`src/rtl/dma_pkg.sv`:
```
// Shared definitions for the DMA descriptor sequencer: DMA register map,
// sequencer register offsets, FSM states and the descriptor record.
package dma_pkg;

    localparam logic [15:0] DMA_CTRL      = 16'h0100;
    localparam logic [15:0] DMA_SRCL      = 16'h0101;
    localparam logic [15:0] DMA_SRCM      = 16'h0102;
    localparam logic [15:0] DMA_DSTL      = 16'h0103;
    localparam logic [15:0] DMA_DSTM      = 16'h0104;
    localparam logic [15:0] DMA_NUM       = 16'h0105;
    localparam logic [15:0] DMA_NULL_ADDR = 16'h0000;
    localparam logic [7:0]  DMA_START_VAL = 8'hFF;
    localparam logic [7:0]  PUSH_KEY      = 8'hFF;

    localparam logic [15:0] OFS_SRCL   = 16'd0;
    localparam logic [15:0] OFS_SRCM   = 16'd1;
    localparam logic [15:0] OFS_DSTL   = 16'd2;
    localparam logic [15:0] OFS_DSTM   = 16'd3;
    localparam logic [15:0] OFS_NUM    = 16'd4;
    localparam logic [15:0] OFS_PUSH   = 16'd5;
    localparam logic [15:0] OFS_STATUS = 16'd6;

    typedef enum logic [3:0] {
        S_IDLE,
        S_LD_SRCL,
        S_LD_SRCM,
        S_LD_DSTL,
        S_LD_DSTM,
        S_LD_NUM,
        S_START,
        S_WAIT,
        S_ACK
    } seq_state_e;

    typedef struct packed {
        logic [15:0] src;
        logic [15:0] dst;
        logic [7:0]  num;
    } desc_t;

    function automatic logic [2:0] sat_cnt(input logic [7:0] c);
        return (c > 8'd7) ? 3'd7 : c[2:0];
    endfunction

endpackage

```
`src/rtl/dma_desc_fifo.sv`:
```
// Descriptor FIFO for the DMA sequencer; head is visible combinationally and
// a push into a full FIFO is accepted when a pop happens in the same cycle.
module dma_desc_fifo
    import dma_pkg::*;
#(
    parameter int unsigned QDEPTH = 4
) (
    input  logic                           clk,
    input  logic                           rst,
    input  logic                           push,
    input  logic                           pop,
    input  desc_t                          din,
    output desc_t                          dout,
    output logic                           full,
    output logic                           empty,
    output logic [$clog2(QDEPTH+1)-1:0]    count
);

    localparam int unsigned AW = $clog2(QDEPTH);
    localparam int unsigned CW = $clog2(QDEPTH + 1);

    desc_t         mem [QDEPTH];
    logic [AW-1:0] wr_ptr_q, rd_ptr_q;
    logic [CW-1:0] count_q;
    logic          do_push, do_pop;

    assign full    = (count_q == CW'(QDEPTH));
    assign empty   = (count_q == '0);
    assign count   = count_q;
    assign dout    = mem[rd_ptr_q];
    assign do_pop  = pop && !empty;
    assign do_push = push && (!full || do_pop);

    always_ff @(posedge clk or posedge rst) begin
        if (rst) begin
            wr_ptr_q <= '0;
            rd_ptr_q <= '0;
            count_q  <= '0;
        end else begin
            if (do_push) wr_ptr_q <= wr_ptr_q + AW'(1);
            if (do_pop)  rd_ptr_q <= rd_ptr_q + AW'(1);
            case ({do_push, do_pop})
                2'b10:   count_q <= count_q + CW'(1);
                2'b01:   count_q <= count_q - CW'(1);
                default: count_q <= count_q;
            endcase
        end
    end

    always_ff @(posedge clk) begin
        if (do_push) mem[wr_ptr_q] <= din;
    end

endmodule

```
`src/rtl/dma_sequencer.sv`:
```
// Descriptor-queue front end for the single-channel DMA engine.
// Define DMA_SEQ_PERDESC_IRQ_EN to raise irq on every completed descriptor.
module dma_sequencer
    import dma_pkg::*;
#(
    parameter int unsigned QDEPTH = 4,
    parameter logic [15:0] BASE   = 16'h0110
) (
    input  logic        clk,
    input  logic        rst,
    input  logic [15:0] cpu_auxdaddr,
    input  logic [7:0]  cpu_auxdin,
    input  logic        cpu_ack,
    output logic        auxdoutsel,
    output logic [7:0]  auxdout,
    output logic [15:0] dma_auxdaddr,
    output logic [7:0]  dma_auxdin,
    input  logic        dma_irq,
    output logic        dma_ack,
    output logic        irq,
    output logic        busy
);

    localparam int unsigned CW = $clog2(QDEPTH + 1);

    localparam logic [15:0] ADDR_SRCL   = BASE + OFS_SRCL;
    localparam logic [15:0] ADDR_SRCM   = BASE + OFS_SRCM;
    localparam logic [15:0] ADDR_DSTL   = BASE + OFS_DSTL;
    localparam logic [15:0] ADDR_DSTM   = BASE + OFS_DSTM;
    localparam logic [15:0] ADDR_NUM    = BASE + OFS_NUM;
    localparam logic [15:0] ADDR_PUSH   = BASE + OFS_PUSH;
    localparam logic [15:0] ADDR_STATUS = BASE + OFS_STATUS;

    seq_state_e    state_q, state_d;
    desc_t         stage_q, head;
    logic          push_prev_q, push_match, push_req;
    logic          fifo_pop, fifo_full, fifo_empty;
    logic [CW-1:0] fifo_cnt;
    logic [7:0]    cnt_ext;
    logic          more;
    logic          irq_q, irq_set;
    logic          ovf_q;

    assign push_match = (cpu_auxdaddr == ADDR_PUSH) && (cpu_auxdin == PUSH_KEY);
    assign push_req   = push_match && !push_prev_q;

    always_ff @(posedge clk or posedge rst) begin
        if (rst) begin
            stage_q     <= '0;
            push_prev_q <= 1'b0;
        end else begin
            push_prev_q <= push_match;
            if (cpu_auxdaddr == ADDR_SRCL) stage_q.src[7:0]  <= cpu_auxdin;
            if (cpu_auxdaddr == ADDR_SRCM) stage_q.src[15:8] <= cpu_auxdin;
            if (cpu_auxdaddr == ADDR_DSTL) stage_q.dst[7:0]  <= cpu_auxdin;
            if (cpu_auxdaddr == ADDR_DSTM) stage_q.dst[15:8] <= cpu_auxdin;
            if (cpu_auxdaddr == ADDR_NUM)  stage_q.num       <= cpu_auxdin;
        end
    end

    dma_desc_fifo #(.QDEPTH(QDEPTH)) u_fifo (
        .clk   (clk),
        .rst   (rst),
        .push  (push_req),
        .pop   (fifo_pop),
        .din   (stage_q),
        .dout  (head),
        .full  (fifo_full),
        .empty (fifo_empty),
        .count (fifo_cnt)
    );

    assign cnt_ext = 8'(fifo_cnt);
    // In ACK the head is being popped: work remains if another entry is
    // queued behind it or a push lands in this same cycle.
    assign more    = (cnt_ext > 8'd1) || push_req;

    always_comb begin
        state_d      = state_q;
        dma_auxdaddr = cpu_auxdaddr;
        dma_auxdin   = cpu_auxdin;
        dma_ack      = 1'b0;
        fifo_pop     = 1'b0;
        irq_set      = 1'b0;
        case (state_q)
            S_IDLE: begin
                if (!fifo_empty) state_d = S_LD_SRCL;
            end
            S_LD_SRCL: begin
                dma_auxdaddr = DMA_SRCL;
                dma_auxdin   = head.src[7:0];
                state_d      = S_LD_SRCM;
            end
            S_LD_SRCM: begin
                dma_auxdaddr = DMA_SRCM;
                dma_auxdin   = head.src[15:8];
                state_d      = S_LD_DSTL;
            end
            S_LD_DSTL: begin
                dma_auxdaddr = DMA_DSTL;
                dma_auxdin   = head.dst[7:0];
                state_d      = S_LD_DSTM;
            end
            S_LD_DSTM: begin
                dma_auxdaddr = DMA_DSTM;
                dma_auxdin   = head.dst[15:8];
                state_d      = S_LD_NUM;
            end
            S_LD_NUM: begin
                dma_auxdaddr = DMA_NUM;
                dma_auxdin   = head.num;
                state_d      = S_START;
            end
            S_START: begin
                dma_auxdaddr = DMA_CTRL;
                dma_auxdin   = DMA_START_VAL;
                state_d      = S_WAIT;
            end
            S_WAIT: begin
                dma_auxdaddr = DMA_NULL_ADDR;
                dma_auxdin   = 8'h00;
                if (dma_irq) state_d = S_ACK;
            end
            S_ACK: begin
                dma_auxdaddr = DMA_NULL_ADDR;
                dma_auxdin   = 8'h00;
                dma_ack      = 1'b1;
                fifo_pop     = 1'b1;
                state_d      = more ? S_LD_SRCL : S_IDLE;
`ifdef DMA_SEQ_PERDESC_IRQ_EN
                irq_set      = 1'b1;
`else
                irq_set      = !more;
`endif
            end
            default: state_d = S_IDLE;
        endcase
    end

    always_ff @(posedge clk or posedge rst) begin
        if (rst) begin
            state_q <= S_IDLE;
            irq_q   <= 1'b0;
            ovf_q   <= 1'b0;
        end else begin
            state_q <= state_d;
            if (irq_set)      irq_q <= 1'b1;
            else if (cpu_ack) irq_q <= 1'b0;
            if (push_req && fifo_full && !fifo_pop) ovf_q <= 1'b1;
        end
    end

    assign busy       = (state_q != S_IDLE);
    assign irq        = irq_q;
    assign auxdoutsel = (cpu_auxdaddr == ADDR_STATUS);
    assign auxdout    = auxdoutsel
                      ? {busy, fifo_full, fifo_empty, irq_q, ovf_q, sat_cnt(cnt_ext)}
                      : 8'h00;

endmodule
```
`config.mk`:
```
export PLATFORM = sky130hd
export DESIGN_NAME = dma_sequencer
export DESIGN_NICKNAME = d
export VERILOG_FILES = /design/src/rtl/dma_pkg.sv /design/src/rtl/dma_desc_fifo.sv /design/src/rtl/dma_sequencer.sv
export SDC_FILE = /design/constraint.sdc
export NUM_CORES = 1
export LEC_CHECK = 0
export CORE_MARGIN = 8
export CORE_UTILIZATION = 63
export CTS_CLUSTER_DIAMETER = 40
export CTS_CLUSTER_SIZE = 10
export DETAILED_ROUTE_END_ITERATION = 16
export PLACE_DENSITY = 0.85
export SETUP_SLACK_MARGIN = 0.1
export SLEW_MARGIN = 20
export SYNTH_ARGS = -nofsm -noshare
export SYNTH_HDL_FRONTEND = slang
export SYNTH_SLANG_ARGS = --single-unit
export TNS_END_PERCENT = 20
```
`constraint.sdc`:
```
create_clock -name clk -period 6 [get_ports clk]
set_clock_uncertainty 0.1 [all_clocks]
set_input_delay 1.2 -clock clk [delete_from_list [all_inputs] [get_ports clk]]
set_output_delay 1.2 -clock clk [all_outputs]
set_load 0.01 [all_outputs]
```
==> flow_summary.ini, run 1 <==
[global_routing]
globalRoute.busiestLayer = met2
grt_max_degree = 55
grt-ovfl-total = 0
use_met3_pct = 6.13
met2_usage_pct = 37.4
grt_pass1_vias = 5330
antenna_found_initial = 0
grt_pass1_wl_mm = 30.8
track_usage_pct = 22.8
grtUsageMet1_pct = 28.5

[logic_synthesis]
syn_area_um2 = 8770
synth_edf_count = 160
yosysUniqueCellTypes = 52
async_flop_share_pct = 25.2
synth.yosys.seq_area_share_pct = 70.2
synth_nets = 536
ys_seq_elements = 214
yosysWarnings = 0
synthCells = 499
avgSynthCellArea_um2 = 17.6
synthFlopType = edfxtp_1

[cts]
numCtsBuffers = 26
clk_pin_slew_ns = 0.05
cts_max_level = 1
cts-root-buf = clkbuf_16
holdBufCountCts = 0
clk_latency_ns = 0.52
cts.sinks = 214
cts_resized = 0
clk_path_buf_depth = 3
cts_tree = done
post-cts-setup-buffer-count = 0

[cells_and_area]
area_growth_pct = 18.9
final_layout_size_suffix_gt1_share_pct = 22.8
layout.cells.non_filler = 776
design_area_um2 = 10400
nets = 614
num_antenna_cells = 0

[setup_path]
arrival_ns = 3.66
cp-end-kind = output port
crit_fanout = 12
start_kind = input pin
critical_path_class = input pin to output port
required_ns = 4.70

[drt]
viasPerCell = 6.48
routed_wl_mm = 20.1
drt_iter0_drc = 615
wire_per_inst_um = 25.9
vias = 5027
ant_nets = 0
drc = 0
drt_pass1_iterations = 7

[placement]
gp_congestion = 0.849
postPlaceCellArea_um2 = 9650
port_buffers = 63
dpl.hpwl_mm = 11.7
dpl.cell_count = 729

[floorplanning]
initial_utilization_pct = 63.9
core-area_um2 = 13700
rows = 43
io_pins = 64
die-area_um2 = 18000
die_x_um = 134
die_h_um = 134

[timing]
drv_slew = 0
max_slew.worst_pin.slew_ns = 1.12
setup_viol = 0
max_freq_mhz = 202
setup_tns_ns = 0
rsz0062_at_grt = false
finalCritPeriodShare_pct = 82.7
hold_ws_ns = 0.381
slew-limit-headroom_pct = 25.2
hold_violations = 0
fin_crit_ns = 4.96

[pwr]
power.share.combinational_pct = 15.6
intPower_mw = 2.73
p_per_area_nw_per_um2 = 350
power.share.clock_pct = 39.3
power.static_leakage_nw = 4.15
switchingPower_uw = 918
swShare_pct = 25.2
irDropWorstVdd_v = 0.000252
seqPwrFrac_pct = 45.1

[run_status]
status = completed

[flow_run]
maxCapViolations = 0

[min_path]
min_path_type = flop to flop
-- synthesized netlist by cell type, types with 9 or more instances --
cell type | instances | area (um^2)
a22oi_1 | 14 | 105
and2_1 | 17 | 106
nand2_1 | 18 | 67.6
edfxtp_1 | 160 | 4800
ha_1 | 9 | 113
clkbuf_1 | 16 | 60.1
dfrtp_1 | 54 | 1350
inv_1 | 11 | 41.3
a21oi_1 | 16 | 80.1
mux2_2 | 40 | 450
mux4_2 | 36 | 811
-- power groups by stage --
stage               clock, mW  sequential, mW  combinational (mW)
floorplan                   0            1.62               0.294
finish                   1.43            1.64               0.570
global route             1.51            1.65               0.605
global placement            0            1.67               0.548
detailed placement          0            1.67               0.559
CTS                      1.45            1.64               0.570
-- worst max-delay path: stages --
cell and delay [ns]:
clkdlybuf4s50_1 0.48, nor4b_1 0.23, nand2_1 0.38, nor3_1 0.59, and3_1 0.23, clkdlybuf4s50_1 0.54
-- cell families after synthesis --
logic type / after synthesis / share of synthesized area (%)
simple gates: 98 / 6.96
xor+xnor: 6 / 0.599
buf+inv: 37 / 1.66
fa+ha+maj: 9 / 1.28
compound gates: 50 / 3.84
mux: 85 / 15.5
flops: 214 / 70.2
-- sequential cells by signal, indices dropped and copies added, names as in the netlist --
signal           count
irq                  1
u_fifo.count         3
state_q              4
stage_q             40
push_prev_q          1
u_fifo.rd_ptr_q      2
ovf_q                1
u_fifo.mem         160
u_fifo.wr_ptr_q      2
-- worst paths after layout --
path	startpoint	endpoint	slack [ns]	cells after the start
setup / recovery	cpu_auxdaddr[4]	auxdout[6]	1.04	6
setup reg to reg	state_q[1]	u_fifo.mem[0][19]	2.50	5
hold / removal	ovf_q	ovf_q	0.38	1
min in group asynchronous	rst	u_fifo.count[2]	1.12	3
hold reg to reg	ovf_q	ovf_q	0.38	1
max in group asynchronous	rst	u_fifo.rd_ptr_q[0]	4.15	3
-- per-layer routing --
layer | vias to the layer above | wire length (um)
li1 | 2129 | -
met1 | 2569 | 7420
met2 | 285 | 10200
met3 | 44 | 1860
met4 | 0 | 565
met5 | - | 0
-- area by class of cell --
cell class	instances	area, um^2
well taps	180	225
fillers	723	3290
flip-flops and latches	214	6160
multi-input cells	248	2500
repair buffers	75	721
clock buffers	44	739
clock inverters	3	42.5
inverters	12	45.0
-- through the flow --
stage	util, %	power, mW	setup slack [ns]
after floorplan	-	1.92	2.14
after global placement	70.3	2.21	1.14
after detailed placement	70.3	2.23	1.02
after CTS	76.0	3.66	0.992
after global routing	76.0	3.77	0.769
final	76.0	3.65	1.04
-- cell usage in the layout, fill, tap and decap left out, drive strengths merged, types with 3 or more instances in the layout --
cell           count
clkbuf            44
mux4              36
and3               4
nor2               8
nor3               4
mux2i              8
nand4              8
edfxtp           160
dfrtp             54
nor2b              4
and2              22
nor4b              6
inv               11
xnor2              5
buf               12
nand2             18
a21oi             16
a22oi             14
o21ai              4
o22ai              3
clkdlybuf4s50     63
nand3              6
nor4               6
mux2              41
or4                4
ha                 9
No activity file was read; power rests on OpenSTA's default activity.
==> inputs of run 2 (changes only) <==
- CORE_UTILIZATION: 63 -> 58
- PLACE_DENSITY: 0.85 -> 0.79
- clock period: 6 -> 5 ns (I/O delays scaled with it)
==> flow_summary.ini, run 2 (synthesized netlist as in run 1, its figures left out) <==
[run_status]
status = completed

[placement]
dpl.cell_count = 743
gp_congestion = 0.815
dpl.hpwl_mm = 11.5
place_ws_ns = 0.339
postPlaceCellArea_um2 = 9740
port_buffers = 63

[cts]
cts_resized = 0
cts-root-buf = clkbuf_16
cts_max_level = 1
cts_tree = done
clk_pin_slew_ns = 0.05
clk_path_buf_depth = 3
holdBufCountCts = 0
cts.sinks = 214
post-cts-setup-buffer-count = 0
clk_latency_ns = 0.51
numCtsBuffers = 27

[setup_path]
r2r_slack_ns = 1.79
crit_cells = 6
worstRegToRegCells = 5
r2r-end = u_fifo.mem[0][28]
path_cells = clkdlybuf4s50_1, nor4_1, nand3b_1, nor3_1, and3_1, clkdlybuf4s50_1
startpoint = cpu_auxdaddr[11]
cp-end-kind = output port
crit_fanout = 7
start_kind = input pin
path_buf_inv = 2
crit_slowest_cell = nor3_1
crit_path_max_incr_delay_ns = 0.64
arrival_ns = 3.57
required_ns = 3.90
r2r_start = state_q[1]
cp_top_family = simple AND/OR/NAND/NOR gates
critical_path_class = input pin to output port
critPathMostFrequentCell = clkdlybuf4s50_1
critical_path.endpoint = auxdout[6]

[flow_run]
maxCapViolations = 0

[floorplanning]
initial_utilization_pct = 58.6
die_x_um = 139
rows = 45
core-area_um2 = 15000
die_h_um = 139
io_pins = 64
die-area_um2 = 19300

[pwr]
power.share.clock_pct = 39.1
power.static_leakage_nw = 4.19
p_total_mw = 4.35
power.share.combinational_pct = 15.6
seqPwrFrac_pct = 45.3
irDropWorstVdd_v = 0.000276
p_per_area_nw_per_um2 = 413
swShare_pct = 25.0
switchingPower_mw = 1.09
intPower_mw = 3.26

[timing]
rsz0062_at_grt = false
worst_slack_ns = 0.333
max_slew.worst_pin.slew_ns = 0.777
drv_slew = 0
setup_viol = 0
max_freq_mhz = 214
slew-limit-headroom_pct = 48.1
fin_crit_ns = 4.67
hold_violations = 0
finalCritPeriodShare_pct = 93.3
setup_tns_ns = 0

[min_path]
min_path_type = flop to flop

[global_routing]
grt_pass1_vias = 5108
antenna_found_initial = 0
grt_max_degree = 33
grt-ovfl-total = 0
track_usage_pct = 19.4
grt_pass1_wl_mm = 28.9

[drt]
drt_pass1_iterations = 5
wire_per_inst_um = 23.4
drc = 0
ant_nets = 0
drt_iter0_drc = 330
viasPerCell = 6.11
vias = 4837
routed_wl_mm = 18.5

[cells_and_area]
reg.largest.list = u_fifo.mem: 160 flops, stage_q: 40 flops, state_q: 4 flops
design_area_um2 = 10500
largest_reg_flops = 160
seq_area_um2 = 6160
num_antenna_cells = 0
layout.cells.most_common = edfxtp_1
final_layout_size_suffix_gt1_share_pct = 24.0
multi_input_area_um2 = 2480
largest_register = u_fifo.mem
layout.cells.non_filler = 792
nets = 621
fill_cells = 931
area_growth_pct = 20.0
layout_common_cells = edfxtp_1, clkdlybuf4s50_1, dfrtp_1
[run 2: cell types whose count changed in the layout (fill, tap and decap cells not counted), sizes merged]
cell      before  now
clkbuf        44   45
buf           12   18
clkinv         2    4
clkinvlp       1    0
bufinv         1    0
inv           11   12
[run 2: worst min path at each step]
stage | startpoint | end | slack, ns | cells past startpoint
2_1_floorplan | ovf_q | ovf_q | 0.33 | 1
3_3_place_gp | ovf_q | ovf_q | 0.37 | 1
3_5_place_dp | ovf_q | ovf_q | 0.37 | 1
4_1_cts | ovf_q | ovf_q | 0.39 | 1
5_1_grt | stage_q[26] | u_fifo.mem[1][26] | 0.42 | 0
6_report | ovf_q | ovf_q | 0.38 | 1
[run 2: through the flow]
stage                     hold WS, ns  utilization (%)
final                           0.382             70.3
after floorplan                 0.333                -
after global routing            0.423             70.3
after detailed placement        0.375             65.0
after CTS                       0.388             70.3
after global placement          0.374             65.0
[run 2: area by class of cell]
class / instances / area share (%)
sequential: 214 / 58.5
multi-input combinational: 248 / 23.6
timing repair buffer: 81 / 7.75
clock buffer: 45 / 7.25
tap: 188 / 2.23
inverter: 12 / 0.428
clock inverter: 4 / 0.262
[run 2: power groups by stage]
stage                     Combinational (mW)  Clock [mW]  Sequential [mW]
after floorplan                        0.353           0             1.95
after global placement                 0.667           0             2.00
after detailed placement               0.678           0             2.00
after CTS                              0.684        1.72             1.97
after global routing                   0.735        1.80             1.98
final                                  0.680        1.70             1.97
[run 2: layer usage]
metal  wire, um  GRT usage (%)  vias to the layer above
met5          0              0                        -
met4        326           5.20                        0
met3       1530           5.65                       28
met2       9370           33.2                      201
met1       7290           23.6                     2459
li1           -              -                     2149
==> inputs of run 3 (changes only) <==
==> constraint.sdc (replaced) <==
create_clock -name clk -period 5 [get_ports clk]
set_clock_uncertainty 0.1 [all_clocks]
set_input_delay 1 -clock clk [delete_from_list [all_inputs] [get_ports clk]]
set_output_delay 1 -clock clk [all_outputs]
set_load 0.02 [all_outputs]
==> flow_summary.ini, run 3 (synthesized netlist as in run 1, its figures left out) <==
[run_status]
status = completed

[cts]
cts_tree = done
holdBufCountCts = 0
clk_path_buf_depth = 3
cts.sinks = 214
cts_max_level = 1
numCtsBuffers = 28
clk_pin_slew_ns = 0.05
clk_latency_ns = 0.51
cts-root-buf = clkbuf_16
post-cts-setup-buffer-count = 0
cts_resized = 0

[cells_and_area]
layout_common_cells = edfxtp_1, clkdlybuf4s50_1, dfrtp_1
final_layout_size_suffix_gt1_share_pct = 24.2
largest_reg_flops = 160
fill_cells = 891
num_antenna_cells = 0
multi_input_area_um2 = 2490
nets = 620
seq_area_um2 = 6160
layout.cells.non_filler = 792
reg.largest.list = u_fifo.mem: 160 flops, stage_q: 40 flops, state_q: 4 flops
design_area_um2 = 10600
layout.cells.most_common = edfxtp_1
largest_register = u_fifo.mem
area_growth_pct = 20.6
finalCoreUtilization_pct = 70.6

[global_routing]
grt-ovfl-total = 0
track_usage_pct = 19.9
grt_pass1_vias = 5309
grt_pass1_wl_mm = 29.7
antenna_found_initial = 0
grt_max_degree = 41

[pwr]
switchingPower_mw = 1.18
irDropWorstVdd_v = 0.000316
power.static_leakage_nw = 4.21
power.share.combinational_pct = 16.9
intPower_mw = 3.31
seqPwrFrac_pct = 43.9
p_per_area_nw_per_um2 = 425
p_total_mw = 4.49
swShare_pct = 26.3
power.share.clock_pct = 39.3

[placement]
dpl.hpwl_mm = 11.0
gp_congestion = 0.798
place_ws_ns = 0.459
port_buffers = 63
dpl.cell_count = 741
postPlaceCellArea_um2 = 9740

[timing]
fin_crit_ns = 4.50
max_slew.worst_pin.slew_ns = 0.924
hold_violations = 0
slew-limit-headroom_pct = 38.1
setup_viol = 0
finalCritPeriodShare_pct = 89.9
drv_slew = 0
setup_tns_ns = 0
max_freq_mhz = 222
hold_ws_ns = 0.389
rsz0062_at_grt = false
worst_slack_ns = 0.503

[floorplanning]
core-area_um2 = 15000
rows = 45
initial_utilization_pct = 58.6
die_x_um = 139
die_h_um = 139
io_pins = 64
die-area_um2 = 19300

[drt]
drt_pass1_iterations = 7
vias = 4865
wire_per_inst_um = 24.1
ant_nets = 0
drt_iter0_drc = 413
routed_wl_mm = 19.1
drc = 0
viasPerCell = 6.14

[setup_path]
critical_path_class = input pin to output port
cp-end-kind = output port
arrival_ns = 3.40
r2r_start = state_q[1]
crit_fanout = 6
start_kind = input pin
startpoint = cpu_auxdaddr[11]
required_ns = 3.90

[min_path]
min_path_type = flop to flop
min_from = ovf_q

[flow_run]
maxCapViolations = 0
-- run 3: changes by cell type in the layout (fill, tap and decap cells not counted), sizes merged --
cell | before | now
buf | 18 | 16
clkinv | 4 | 6
clkinvlp | 0 | 1
clkbuf | 45 | 44
-- run 3: area by class of cell --
class,count,share of cell area (%)
clock buffer,44,7.49
timing repair buffer,79,7.69
inverter,12,0.426
multi-input combinational,248,23.5
sequential,214,58.2
tap,188,2.22
clock inverter,7,0.414
-- run 3: path summary, 6_finish.rpt --
kind,slack [ns],end,cells after the start
max reg2reg,2.03,u_fifo.mem[0][6],5
max in group asynchronous,3.06,stage_q[3],3
max,0.50,auxdout[6],6
min reg2reg,0.39,ovf_q,1
min in group asynchronous,0.89,u_fifo.wr_ptr_q[0],2
min,0.39,ovf_q,1
-- run 3: critical path, stage by stage --
cell and delay, ns:
clkdlybuf4s50_1 0.43, nor4_1 0.37, nand3b_1 0.16, nor3_1 0.56
and3_1 0.25, clkdlybuf4s50_1 0.62
-- run 3: layer usage --
metal / wire length [um] / vias to the layer above / global-route usage (%) / part of all wire, %
li1: - / 2149 / - / -
met1: 7520 / 2457 / 24.8 / 39
met2: 9710 / 230 / 34.3 / 51
met3: 1460 / 29 / 4.03 / 7.7
met4: 387 / 0 / 6.35 / 2.0
met5: 0 / - / 0 / 0
-- run 3: power groups by stage --
| stage | Combinational, mW | Sequential [mW] | Clock, mW |
|---|---|---|---|
| floorplan | 0.430 | 1.95 | 0 |
| global placement | 0.749 | 2.00 | 0 |
| detailed placement | 0.755 | 2.00 | 0 |
| CTS | 0.762 | 1.97 | 1.79 |
| global route | 0.807 | 1.97 | 1.85 |
| finish | 0.758 | 1.97 | 1.77 |
